**src/rtl/alu_arbiter_if.sv**
```systemverilog
// Request, response and shared-ALU bundle for alu_arbiter.
// slave = arbiter side, master = environment side.
interface alu_arbiter_if #(
  parameter int TAG_W = 4
);
  logic             req0_valid;
  logic             req0_ready;
  logic [31:0]      req0_src_a;
  logic [31:0]      req0_src_b;
  logic [3:0]       req0_op;
  logic             req0_s;
  logic [TAG_W-1:0] req0_tag;

  logic             req1_valid;
  logic             req1_ready;
  logic [31:0]      req1_src_a;
  logic [31:0]      req1_src_b;
  logic [3:0]       req1_op;
  logic             req1_s;
  logic [TAG_W-1:0] req1_tag;

  logic             rsp_valid;
  logic             rsp_ready;
  logic             rsp_port;
  logic [TAG_W-1:0] rsp_tag;
  logic [31:0]      rsp_result;
  logic [3:0]       rsp_status;

  logic [31:0]      alu_src_a;
  logic [31:0]      alu_src_b;
  logic [3:0]       alu_op;
  logic             alu_c_in;
  logic [31:0]      alu_result;
  logic [3:0]       alu_status;

  logic             sr_wr_en;
  logic [3:0]       sr_wr_data;
  logic [3:0]       status_reg;

  modport slave (
    input  req0_valid, req0_src_a, req0_src_b,
    input  req0_op, req0_s, req0_tag,
    output req0_ready,
    input  req1_valid, req1_src_a, req1_src_b,
    input  req1_op, req1_s, req1_tag,
    output req1_ready,
    output rsp_valid, rsp_port, rsp_tag,
    output rsp_result, rsp_status,
    input  rsp_ready,
    output alu_src_a, alu_src_b, alu_op, alu_c_in,
    input  alu_result, alu_status,
    input  sr_wr_en, sr_wr_data,
    output status_reg
  );

  modport master (
    output req0_valid, req0_src_a, req0_src_b,
    output req0_op, req0_s, req0_tag,
    input  req0_ready,
    output req1_valid, req1_src_a, req1_src_b,
    output req1_op, req1_s, req1_tag,
    input  req1_ready,
    input  rsp_valid, rsp_port, rsp_tag,
    input  rsp_result, rsp_status,
    output rsp_ready,
    input  alu_src_a, alu_src_b, alu_op, alu_c_in,
    output alu_result, alu_status,
    output sr_wr_en, sr_wr_data,
    input  status_reg
  );
endinterface

```
**src/rtl/alu_arbiter.sv**
```systemverilog
// Two-port arbiter for the shared EXE ALU; owns status {Z,C,V,N}.
// Define ALU_ARB_PERF_EN to add the perf_grant0/1 and perf_stall counters.
module alu_arbiter #(
  parameter int TAG_W    = 4,
  parameter int MAX_WAIT = 4
) (
  input  logic        clk,
  input  logic        rst,
  alu_arbiter_if.slave bus
`ifdef ALU_ARB_PERF_EN
  ,
  output logic [15:0] perf_grant0,
  output logic [15:0] perf_grant1,
  output logic [15:0] perf_stall
`endif
);

  typedef enum logic [1:0] {
    IDLE,
    EXEC,
    RESP
  } state_t;

  localparam logic [3:0] MAX_W = 4'(MAX_WAIT);

  state_t           state;
  logic [3:0]       starve;
  logic [3:0]       sr;

  logic [31:0]      lat_a;
  logic [31:0]      lat_b;
  logic [3:0]       lat_op;
  logic             lat_s;
  logic [TAG_W-1:0] lat_tag;
  logic             lat_port;

  logic             rsp_valid;
  logic             rsp_port;
  logic [TAG_W-1:0] rsp_tag;
  logic [31:0]      rsp_result;
  logic [3:0]       rsp_status;

  logic             pick1;
  logic             grant0;
  logic             grant1;

  // Port 1 only wins a contested IDLE cycle once it has starved.
  always_comb begin
    pick1  = bus.req1_valid &
             (~bus.req0_valid | (starve == MAX_W));
    grant1 = (state == IDLE) & pick1;
    grant0 = (state == IDLE) & bus.req0_valid & ~pick1;
  end

  assign bus.req0_ready = grant0;
  assign bus.req1_ready = grant1;

  assign bus.alu_src_a  = lat_a;
  assign bus.alu_src_b  = lat_b;
  assign bus.alu_op     = lat_op;
  assign bus.alu_c_in   = sr[2];

  assign bus.rsp_valid  = rsp_valid;
  assign bus.rsp_port   = rsp_port;
  assign bus.rsp_tag    = rsp_tag;
  assign bus.rsp_result = rsp_result;
  assign bus.rsp_status = rsp_status;
  assign bus.status_reg = sr;

  always_ff @(posedge clk or posedge rst) begin
    if (rst) begin
      state      <= IDLE;
      starve     <= '0;
      sr         <= '0;
      lat_a      <= '0;
      lat_b      <= '0;
      lat_op     <= '0;
      lat_s      <= 1'b0;
      lat_tag    <= '0;
      lat_port   <= 1'b0;
      rsp_valid  <= 1'b0;
      rsp_port   <= 1'b0;
      rsp_tag    <= '0;
      rsp_result <= '0;
      rsp_status <= '0;
    end else begin
      if (bus.sr_wr_en) begin
        sr <= bus.sr_wr_data;
      end
      unique case (state)
        IDLE: begin
          if (grant0 | grant1) begin
            lat_a    <= grant1 ? bus.req1_src_a : bus.req0_src_a;
            lat_b    <= grant1 ? bus.req1_src_b : bus.req0_src_b;
            lat_op   <= grant1 ? bus.req1_op    : bus.req0_op;
            lat_s    <= grant1 ? bus.req1_s     : bus.req0_s;
            lat_tag  <= grant1 ? bus.req1_tag   : bus.req0_tag;
            lat_port <= grant1;
            state    <= EXEC;
            if (grant1) begin
              starve <= '0;
            end else if (bus.req1_valid && starve != MAX_W) begin
              starve <= starve + 4'd1;
            end
          end
        end
        EXEC: begin
          rsp_valid  <= 1'b1;
          rsp_result <= bus.alu_result;
          rsp_status <= bus.alu_status;
          rsp_tag    <= lat_tag;
          rsp_port   <= lat_port;
          // ALU flags override a coincident external write.
          if (lat_s) begin
            sr <= bus.alu_status;
          end
          state <= RESP;
        end
        RESP: begin
          if (bus.rsp_ready) begin
            rsp_valid <= 1'b0;
            state     <= IDLE;
          end
        end
        default: state <= IDLE;
      endcase
    end
  end

`ifdef ALU_ARB_PERF_EN
  localparam logic [15:0] SAT = 16'hFFFF;

  always_ff @(posedge clk or posedge rst) begin
    if (rst) begin
      perf_grant0 <= '0;
      perf_grant1 <= '0;
      perf_stall  <= '0;
    end else begin
      if (grant0 && perf_grant0 != SAT) begin
        perf_grant0 <= perf_grant0 + 16'd1;
      end
      if (grant1 && perf_grant1 != SAT) begin
        perf_grant1 <= perf_grant1 + 16'd1;
      end
      if (state == RESP && !bus.rsp_ready && perf_stall != SAT) begin
        perf_stall <= perf_stall + 16'd1;
      end
    end
  end
`endif

endmodule
```
**src/flat_wrapper.sv**
```systemverilog
// flat-port wrapper written by rule: the top's interface ports become plain ports
module alu_arbiter_flat 
#(
  parameter int TAG_W    = 4,
  parameter int MAX_WAIT = 4
)
  (clk, rst, bus_req0_valid, bus_req0_src_a, bus_req0_src_b, bus_req0_op, bus_req0_s, bus_req0_tag, bus_req0_ready, bus_req1_valid, bus_req1_src_a, bus_req1_src_b, bus_req1_op, bus_req1_s, bus_req1_tag, bus_req1_ready, bus_rsp_valid, bus_rsp_port, bus_rsp_tag, bus_rsp_result, bus_rsp_status, bus_rsp_ready, bus_alu_src_a, bus_alu_src_b, bus_alu_op, bus_alu_c_in, bus_alu_result, bus_alu_status, bus_sr_wr_en, bus_sr_wr_data, bus_status_reg);
  alu_arbiter_if #(.TAG_W(TAG_W)) bus_i ();
  input  logic clk;
  input  logic rst;
  input wire logic [$bits(bus_i.req0_valid)-1:0] bus_req0_valid;
  input wire logic [$bits(bus_i.req0_src_a)-1:0] bus_req0_src_a;
  input wire logic [$bits(bus_i.req0_src_b)-1:0] bus_req0_src_b;
  input wire logic [$bits(bus_i.req0_op)-1:0] bus_req0_op;
  input wire logic [$bits(bus_i.req0_s)-1:0] bus_req0_s;
  input wire logic [$bits(bus_i.req0_tag)-1:0] bus_req0_tag;
  output wire logic [$bits(bus_i.req0_ready)-1:0] bus_req0_ready;
  input wire logic [$bits(bus_i.req1_valid)-1:0] bus_req1_valid;
  input wire logic [$bits(bus_i.req1_src_a)-1:0] bus_req1_src_a;
  input wire logic [$bits(bus_i.req1_src_b)-1:0] bus_req1_src_b;
  input wire logic [$bits(bus_i.req1_op)-1:0] bus_req1_op;
  input wire logic [$bits(bus_i.req1_s)-1:0] bus_req1_s;
  input wire logic [$bits(bus_i.req1_tag)-1:0] bus_req1_tag;
  output wire logic [$bits(bus_i.req1_ready)-1:0] bus_req1_ready;
  output wire logic [$bits(bus_i.rsp_valid)-1:0] bus_rsp_valid;
  output wire logic [$bits(bus_i.rsp_port)-1:0] bus_rsp_port;
  output wire logic [$bits(bus_i.rsp_tag)-1:0] bus_rsp_tag;
  output wire logic [$bits(bus_i.rsp_result)-1:0] bus_rsp_result;
  output wire logic [$bits(bus_i.rsp_status)-1:0] bus_rsp_status;
  input wire logic [$bits(bus_i.rsp_ready)-1:0] bus_rsp_ready;
  output wire logic [$bits(bus_i.alu_src_a)-1:0] bus_alu_src_a;
  output wire logic [$bits(bus_i.alu_src_b)-1:0] bus_alu_src_b;
  output wire logic [$bits(bus_i.alu_op)-1:0] bus_alu_op;
  output wire logic [$bits(bus_i.alu_c_in)-1:0] bus_alu_c_in;
  input wire logic [$bits(bus_i.alu_result)-1:0] bus_alu_result;
  input wire logic [$bits(bus_i.alu_status)-1:0] bus_alu_status;
  input wire logic [$bits(bus_i.sr_wr_en)-1:0] bus_sr_wr_en;
  input wire logic [$bits(bus_i.sr_wr_data)-1:0] bus_sr_wr_data;
  output wire logic [$bits(bus_i.status_reg)-1:0] bus_status_reg;
  assign bus_i.req0_valid = bus_req0_valid;
  assign bus_i.req0_src_a = bus_req0_src_a;
  assign bus_i.req0_src_b = bus_req0_src_b;
  assign bus_i.req0_op = bus_req0_op;
  assign bus_i.req0_s = bus_req0_s;
  assign bus_i.req0_tag = bus_req0_tag;
  assign bus_req0_ready = bus_i.req0_ready;
  assign bus_i.req1_valid = bus_req1_valid;
  assign bus_i.req1_src_a = bus_req1_src_a;
  assign bus_i.req1_src_b = bus_req1_src_b;
  assign bus_i.req1_op = bus_req1_op;
  assign bus_i.req1_s = bus_req1_s;
  assign bus_i.req1_tag = bus_req1_tag;
  assign bus_req1_ready = bus_i.req1_ready;
  assign bus_rsp_valid = bus_i.rsp_valid;
  assign bus_rsp_port = bus_i.rsp_port;
  assign bus_rsp_tag = bus_i.rsp_tag;
  assign bus_rsp_result = bus_i.rsp_result;
  assign bus_rsp_status = bus_i.rsp_status;
  assign bus_i.rsp_ready = bus_rsp_ready;
  assign bus_alu_src_a = bus_i.alu_src_a;
  assign bus_alu_src_b = bus_i.alu_src_b;
  assign bus_alu_op = bus_i.alu_op;
  assign bus_alu_c_in = bus_i.alu_c_in;
  assign bus_i.alu_result = bus_alu_result;
  assign bus_i.alu_status = bus_alu_status;
  assign bus_i.sr_wr_en = bus_sr_wr_en;
  assign bus_i.sr_wr_data = bus_sr_wr_data;
  assign bus_status_reg = bus_i.status_reg;
  alu_arbiter #(.TAG_W(TAG_W), .MAX_WAIT(MAX_WAIT)) u_core (.clk(clk), .rst(rst), .bus(bus_i));
endmodule
```
**config.mk**
```make
export PLATFORM = sky130hd
export DESIGN_NAME = alu_arbiter_flat
export DESIGN_NICKNAME = d
export VERILOG_FILES = /design/src/rtl/alu_arbiter_if.sv /design/src/rtl/alu_arbiter.sv /design/src/flat_wrapper.sv
export SDC_FILE = /design/constraint.sdc
export NUM_CORES = 1
export LEC_CHECK = 0
export ABC_CLOCK_PERIOD_IN_PS = 4300
export CAP_MARGIN = 15
export CELL_PAD_IN_SITES_DETAIL_PLACEMENT = 1
export CELL_PAD_IN_SITES_GLOBAL_PLACEMENT = 2
export CORE_MARGIN = 4
export CORE_UTILIZATION = 24
export CTS_CLUSTER_DIAMETER = 100
export DETAILED_ROUTE_END_ITERATION = 8
export GPL_TIMING_DRIVEN = 0
export PLACE_DENSITY = 0.77
export SYNTH_ARGS = -nofsm -noshare
export SYNTH_HDL_FRONTEND = slang
export SYNTH_SLANG_ARGS = --single-unit
```
**constraint.sdc**
```tcl
create_clock -name clk -period 4.3 [get_ports clk]
set_input_delay 0.43 -clock clk [delete_from_list [all_inputs] [get_ports clk]]
set_output_delay 0.43 -clock clk [all_outputs]
set_load 0.1 [all_outputs]
```
==> results of run 1 <==
cell usage after synthesis (2+ instances only):
master,instances
buf_2,36
nor3b_1,2
a221oi_2,70
inv_1,5
nand2_1,4
mux2i_1,4
clkbuf_1,5
and2_1,2
ha_1,2
or2_2,2
a31oi_1,3
nor2_1,147
a21oi_1,76
nand3_1,7
mux2_2,41
buf_4,5
dfrtp_1,126
o21ai_0,6
a221oi_1,3
buf_12,2
buf_8,6
how the worst max path moves through the flow:
stage | start | end | slack, ps | cells past startpoint
finish | u_core.state[0]$_DFFE_PP0P_ | bus_req0_ready | 770 | 5
detailed placement | bus_req1_valid | bus_req1_ready | 1130 | 4
floorplan | rst | u_core.bus.alu_op[0]$_DFFE_PP0P_ | 510 | 1
global placement | rst | u_core.bus.alu_src_b[10]$_DFFE_PP0P_ | -2000 | 2
CTS | u_core.state[0]$_DFFE_PP0P_ | bus_req0_ready | 680 | 5
global route | u_core.state[1]$_DFFE_PP0P_ | bus_req0_ready | 570 | 5
worst register-to-register path, delay by kind of cell, from the launching register on:
family	cells	cell delay (ps)
flip-flops	1	460
AO/OA/AOI/OAI	2	390
AND/OR/NAND/NOR	1	350
buffers and inverters	2	740
cell type report:
cell class | instances | area, µm²
Fill cell | 2849 | 15500
Sequential cell | 126 | 3150
Timing Repair Buffer | 307 | 3090
Multi-Input combinational cell | 381 | 2780
Clock buffer | 18 | 429
Tap cell | 335 | 419
Buffer | 55 | 370
Clock inverter | 14 | 180
Inverter | 5 | 23.8
Antenna cell | 1 | 2.50
metrics by stage:
stage	setup TNS, ps	worst slack (ps)	util	instance area, µm²
after floorplan	0	514	-	6320
after global placement	-249980	-2000	0.377	9800
after detailed placement	0	1130	0.378	9830
after CTS	0	684	0.402	10400
after global routing	0	573	0.402	10400
final	0	768	0.402	10400
logic make-up after synthesis:
kind of cell,share of synthesized area
AO/OA/AOI/OAI,0.241
flip-flops,0.499
buffers and inverters,0.0616
AND/OR/NAND/NOR,0.115
adder cells (fa/ha/maj),0.00396
multiplexers,0.0794
per-layer routing:
metal,track usage,part of all wire,up-vias,routed length (µm)
met1,0.220,0.42,2878,10800
met3,0.0527,0.079,23,2020
li1,-,-,2706,-
met5,0,0.00051,-,13
met2,0.295,0.48,213,12500
met4,0.0413,0.017,2,433
==> results_dict.tcl, run 1 <==
set metrics [dict create \
    synth_area_per_cell_um2 11.1 \
    cts_root_buffer "clkbuf_16" \
    cts_made_buffers 17 \
    num_vias 5822 \
    die_w_um 170 \
    synthFlopType "dfrtp_1" \
    crit_type "reg -> out" \
    yosys.area.top_type "dfrtp_1" \
    ys_seq_elements 126 \
    skew_ps 11.2 \
    placement_rows 59 \
    vias_per_cell 4.69 \
    fin_crit_ps 3530 \
    r2r-end "u_core.bus.alu_src_a[27]$_DFFE_PP0P_" \
    post_cts_resized 0 \
    whs_path_depth 3 \
    worstMarginPinSlew_ps 1070 \
    synth_area_um2 6320 \
    max_stage_delay_ps 1150 \
    finalHoldViolCount 0 \
    grt_pass1_vias 6465 \
    cts_tree "built" \
    post-route-drc-count 0 \
    clkLatencyLatePin_ps 410 \
    layout_commonest_cell "clkdlybuf4s50_1" \
    dp.cells 1209 \
    finalNonFillerCells 1242 \
    wl_um 25700 \
    htreeDepth 4 \
    hold_path.class "in -> reg" \
    cp-start-kind "flop" \
    drt_iter0_drc 279 \
    fin_crit_sh 0.821 \
    cp_cell_sequence "nor2_1 -> buf_4 -> buf_2 -> and3_2 -> clkdlybuf4s50_1" \
    rsz0062_at_grt "no" \
    critPathMaxFanout 10 \
    synth-edff-count 0 \
    cp-end-kind "output port" \
    grt_antenna_before_repair 2 \
    dp_hpwl_um 18900 \
    wl_per_cell_um 20.7 \
    r2r-start "u_core.state[0]$_DFFE_PP0P_" \
    grt_usage 0.175 \
    fin_hold_ws_ps 377 \
    reg2reg_depth 5 \
    status "complete, no violations" \
    detail-route-antenna-nets 0 \
    path_buf_inv 3 \
    max_cap_violations 0 \
    clkTransAtPathRegs_ps 60 \
    final_cell_mix "clkdlybuf4s50_1 (306), nor2_1 (147), dfrtp_1 (126)" \
    worst_path_max_delay_cell "clkdlybuf4s50_1" \
    fmax_ghz 0.283 \
    drive_gt1_frac 0.221 \
    cts.sinks 126 \
    core-area_um2 26000 \
    start_util 0.243 \
    synthCells 567 \
    hold_start "bus_req0_valid" \
    min_to "u_core.starve[1]$_DFFE_PP0P_" \
    ys_types 34 \
    crit_arrival_ps 3100 \
    fin_nets 1087 \
    r2r_slack_ps 2270 \
    port_buffers 306 \
    synth_top_cell_area_share 0.499 \
    grt_pass1_wl_um 39400 \
    firstDrtPassIters 4 \
    synth_area_leaders "dfrtp_1 (50%), a221oi_2 (17%), nor2_1 (8.7%)" \
    dieArea_um2 29000 \
    clockBufferDepth 2 \
    slew_violations 0 \
    io_pins 309 \
    gr-total-overflow 0 \
    place.gp.congestion 0.759 \
    yosysWarnings 0 \
    ys_async_sr_fraction 1.00 \
    cts_setup_buffers 0 \
    synth.net_count 761 \
    syn2layout_area_growth_pct 65.3 \
    grt_max_degree 72 \
    critPathTopFamily "buffers and inverters" \
    cp.required_ps 3870 \
    finalSetupViolations 0 \
    seq_area_frac_synth 0.499 \
    die_height_um 170 \
    postCtsHoldBufs 0 \
    slew_headroom 0.282 \
]
Power of run 1 is left out: the tool's default activity adds up to more than one toggle a clock period on the data nets, which glitch-free logic cannot reach.
==> run 2, diff against run 1 <==
--- a/config.mk
+++ b/config.mk
@@ -5,16 +5,16 @@
 export SDC_FILE = /design/constraint.sdc
 export NUM_CORES = 1
 export LEC_CHECK = 0
-export ABC_CLOCK_PERIOD_IN_PS = 4300
+export ABC_CLOCK_PERIOD_IN_PS = 3100
 export CAP_MARGIN = 15
 export CELL_PAD_IN_SITES_DETAIL_PLACEMENT = 1
 export CELL_PAD_IN_SITES_GLOBAL_PLACEMENT = 2
 export CORE_MARGIN = 4
-export CORE_UTILIZATION = 24
+export CORE_UTILIZATION = 22
 export CTS_CLUSTER_DIAMETER = 100
 export DETAILED_ROUTE_END_ITERATION = 8
 export GPL_TIMING_DRIVEN = 0
-export PLACE_DENSITY = 0.77
+export PLACE_DENSITY = 0.75
 export SYNTH_ARGS = -nofsm -noshare
 export SYNTH_HDL_FRONTEND = slang
 export SYNTH_SLANG_ARGS = --single-unit
==> constraint.sdc (replaced) <==
create_clock -name clk -period 3.1 [get_ports clk]
set_input_delay 0.31 -clock clk [delete_from_list [all_inputs] [get_ports clk]]
set_output_delay 0.31 -clock clk [all_outputs]
set_load 0.1 [all_outputs]
==> results_dict.tcl, run 2 (synthesis results as in run 1) <==
set metrics [dict create \
    wl_um 26000 \
    vias_per_cell 4.53 \
    fin_crit_ps 2890 \
    cts_setup_buffers 0 \
    clkTransAtPathRegs_ps 70 \
    status "complete, no violations" \
    worstMarginPinSlew_ps 1050 \
    cts_tree "built" \
    finalHoldViolCount 0 \
    cts.sinks 126 \
    critPathTopFamily "buffers and inverters" \
    port_buffers 306 \
    dieArea_um2 31500 \
    cp_cell_sequence "nor2_1 -> buf_4 -> buf_2 -> and3_2 -> clkdlybuf4s15_2" \
    die_height_um 177 \
    placement_rows 61 \
    io_pins 309 \
    final_cell_mix "clkdlybuf4s50_1 (304), nor2_1 (147), dfrtp_1 (126)" \
    wl_per_cell_um 20.2 \
    max_cap_violations 0 \
    layout_commonest_cell "clkdlybuf4s50_1" \
    drt_iter0_drc 213 \
    cts_made_buffers 17 \
    fin_util 0.373 \
    postCtsHoldBufs 0 \
    hold_start "bus_req0_valid" \
    r2r-start "u_core.state[1]$_DFFE_PP0P_" \
    syn2layout_area_growth_pct 65.7 \
    grt_usage 0.164 \
    start_util 0.225 \
    final_area_um2 10500 \
    critPathMaxFanout 10 \
    fin_crit_sh 0.932 \
    htreeDepth 4 \
    skew_ps 17.7 \
    post-route-drc-count 0 \
    max_stage_delay_ps 570 \
    die_w_um 177 \
    core-area_um2 28100 \
    num_vias 5829 \
    finalSetupViolations 0 \
    clkLatencyLatePin_ps 420 \
    slew_headroom 0.297 \
    crit_start "u_core.state[1]$_DFFE_PP0P_" \
    fmax_ghz 0.346 \
    slew_violations 0 \
    gr-total-overflow 0 \
    post_cts_resized 4 \
    worst_path_max_delay_cell "clkdlybuf4s15_2" \
    detail-route-antenna-nets 0 \
    place.gp.congestion 0.756 \
    crit_arrival_ps 2580 \
    cts_root_buffer "clkbuf_16" \
    grt_max_degree 38 \
    cp.required_ps 2790 \
    grt_pass1_wl_um 39900 \
    crit_type "reg -> out" \
    dp_hpwl_um 19400 \
    cp-end-kind "output port" \
    hold_path.class "in -> reg" \
    rsz0062_at_grt "no" \
    grt_pass1_vias 6598 \
    firstDrtPassIters 4 \
    drive_gt1_frac 0.225 \
    cp-start-kind "flop" \
    clockBufferDepth 2 \
    r2r_slack_ps 1080 \
    grt_antenna_before_repair 2 \
    path_buf_inv 3 \
    fin_nets 1089 \
    dpl_cell_area_um2 9920 \
]
run 2: changes by cell type in the layout (fill, tap and decap cells not counted), sizes merged, moves of 2 or more:
cell           before  now
clkinvlp            1    6
bufinv              3    0
clkinv              4    1
buf                51   53
clkdlybuf4s50     306  304
run 2: final timing paths:
path                       depth (start not counted)                                    to
min in group asynchronous                          2   u_core.bus.alu_src_a[0]$_DFFE_PP0P_
setup / recovery                                   5                        bus_req0_ready
setup reg to reg                                   5   u_core.bus.alu_src_a[6]$_DFFE_PP0P_
hold / removal                                     3          u_core.starve[1]$_DFFE_PP0P_
hold reg to reg                                    1           u_core.lat_port$_DFFE_PP0P_
max in group asynchronous                          4  u_core.bus.alu_src_b[31]$_DFFE_PP0P_
run 2: worst min-delay path: cells and delay by family:
| kind | cells | cell delay, ps |
|---|---|---|
| buffers and inverters | 1 | 160 |
| AND/OR/NAND/NOR | 1 | 80 |
| AO/OA/AOI/OAI | 1 | 70 |
run 2: area by class of cell:
| type | count | area, µm² |
|---|---|---|
| Fill cell | 3177 | 17600 |
| Sequential cell | 126 | 3150 |
| Timing Repair Buffer | 309 | 3120 |
| Multi-Input combinational cell | 381 | 2780 |
| Tap cell | 378 | 473 |
| Clock buffer | 18 | 429 |
| Buffer | 55 | 370 |
| Clock inverter | 14 | 121 |
| Inverter | 5 | 22.5 |
| Antenna cell | 2 | 5.00 |
run 2: per-layer routing:
metal / part of all wire / track usage / wire [µm] / vias up
li1: - / - / - / 2713
met1: 0.42 / 0.200 / 10800 / 2889
met2: 0.48 / 0.276 / 12600 / 206
met3: 0.085 / 0.0579 / 2200 / 21
met4: 0.014 / 0.0422 / 358 / 0
met5: 0 / 0 / 0 / -
run 2: per-stage QoR:
stage	setup WS (ps)	hold slack, ps	TNS [ps]	std cells
floorplan	312	444	0	567
finish	211	244	0	1288
global route	78.7	259	0	1288
CTS	38.6	231	0	1286
detailed placement	36.4	468	0	1254
global placement	-327	462	-39460	1251
Power of run 2 is left out for the same reason.
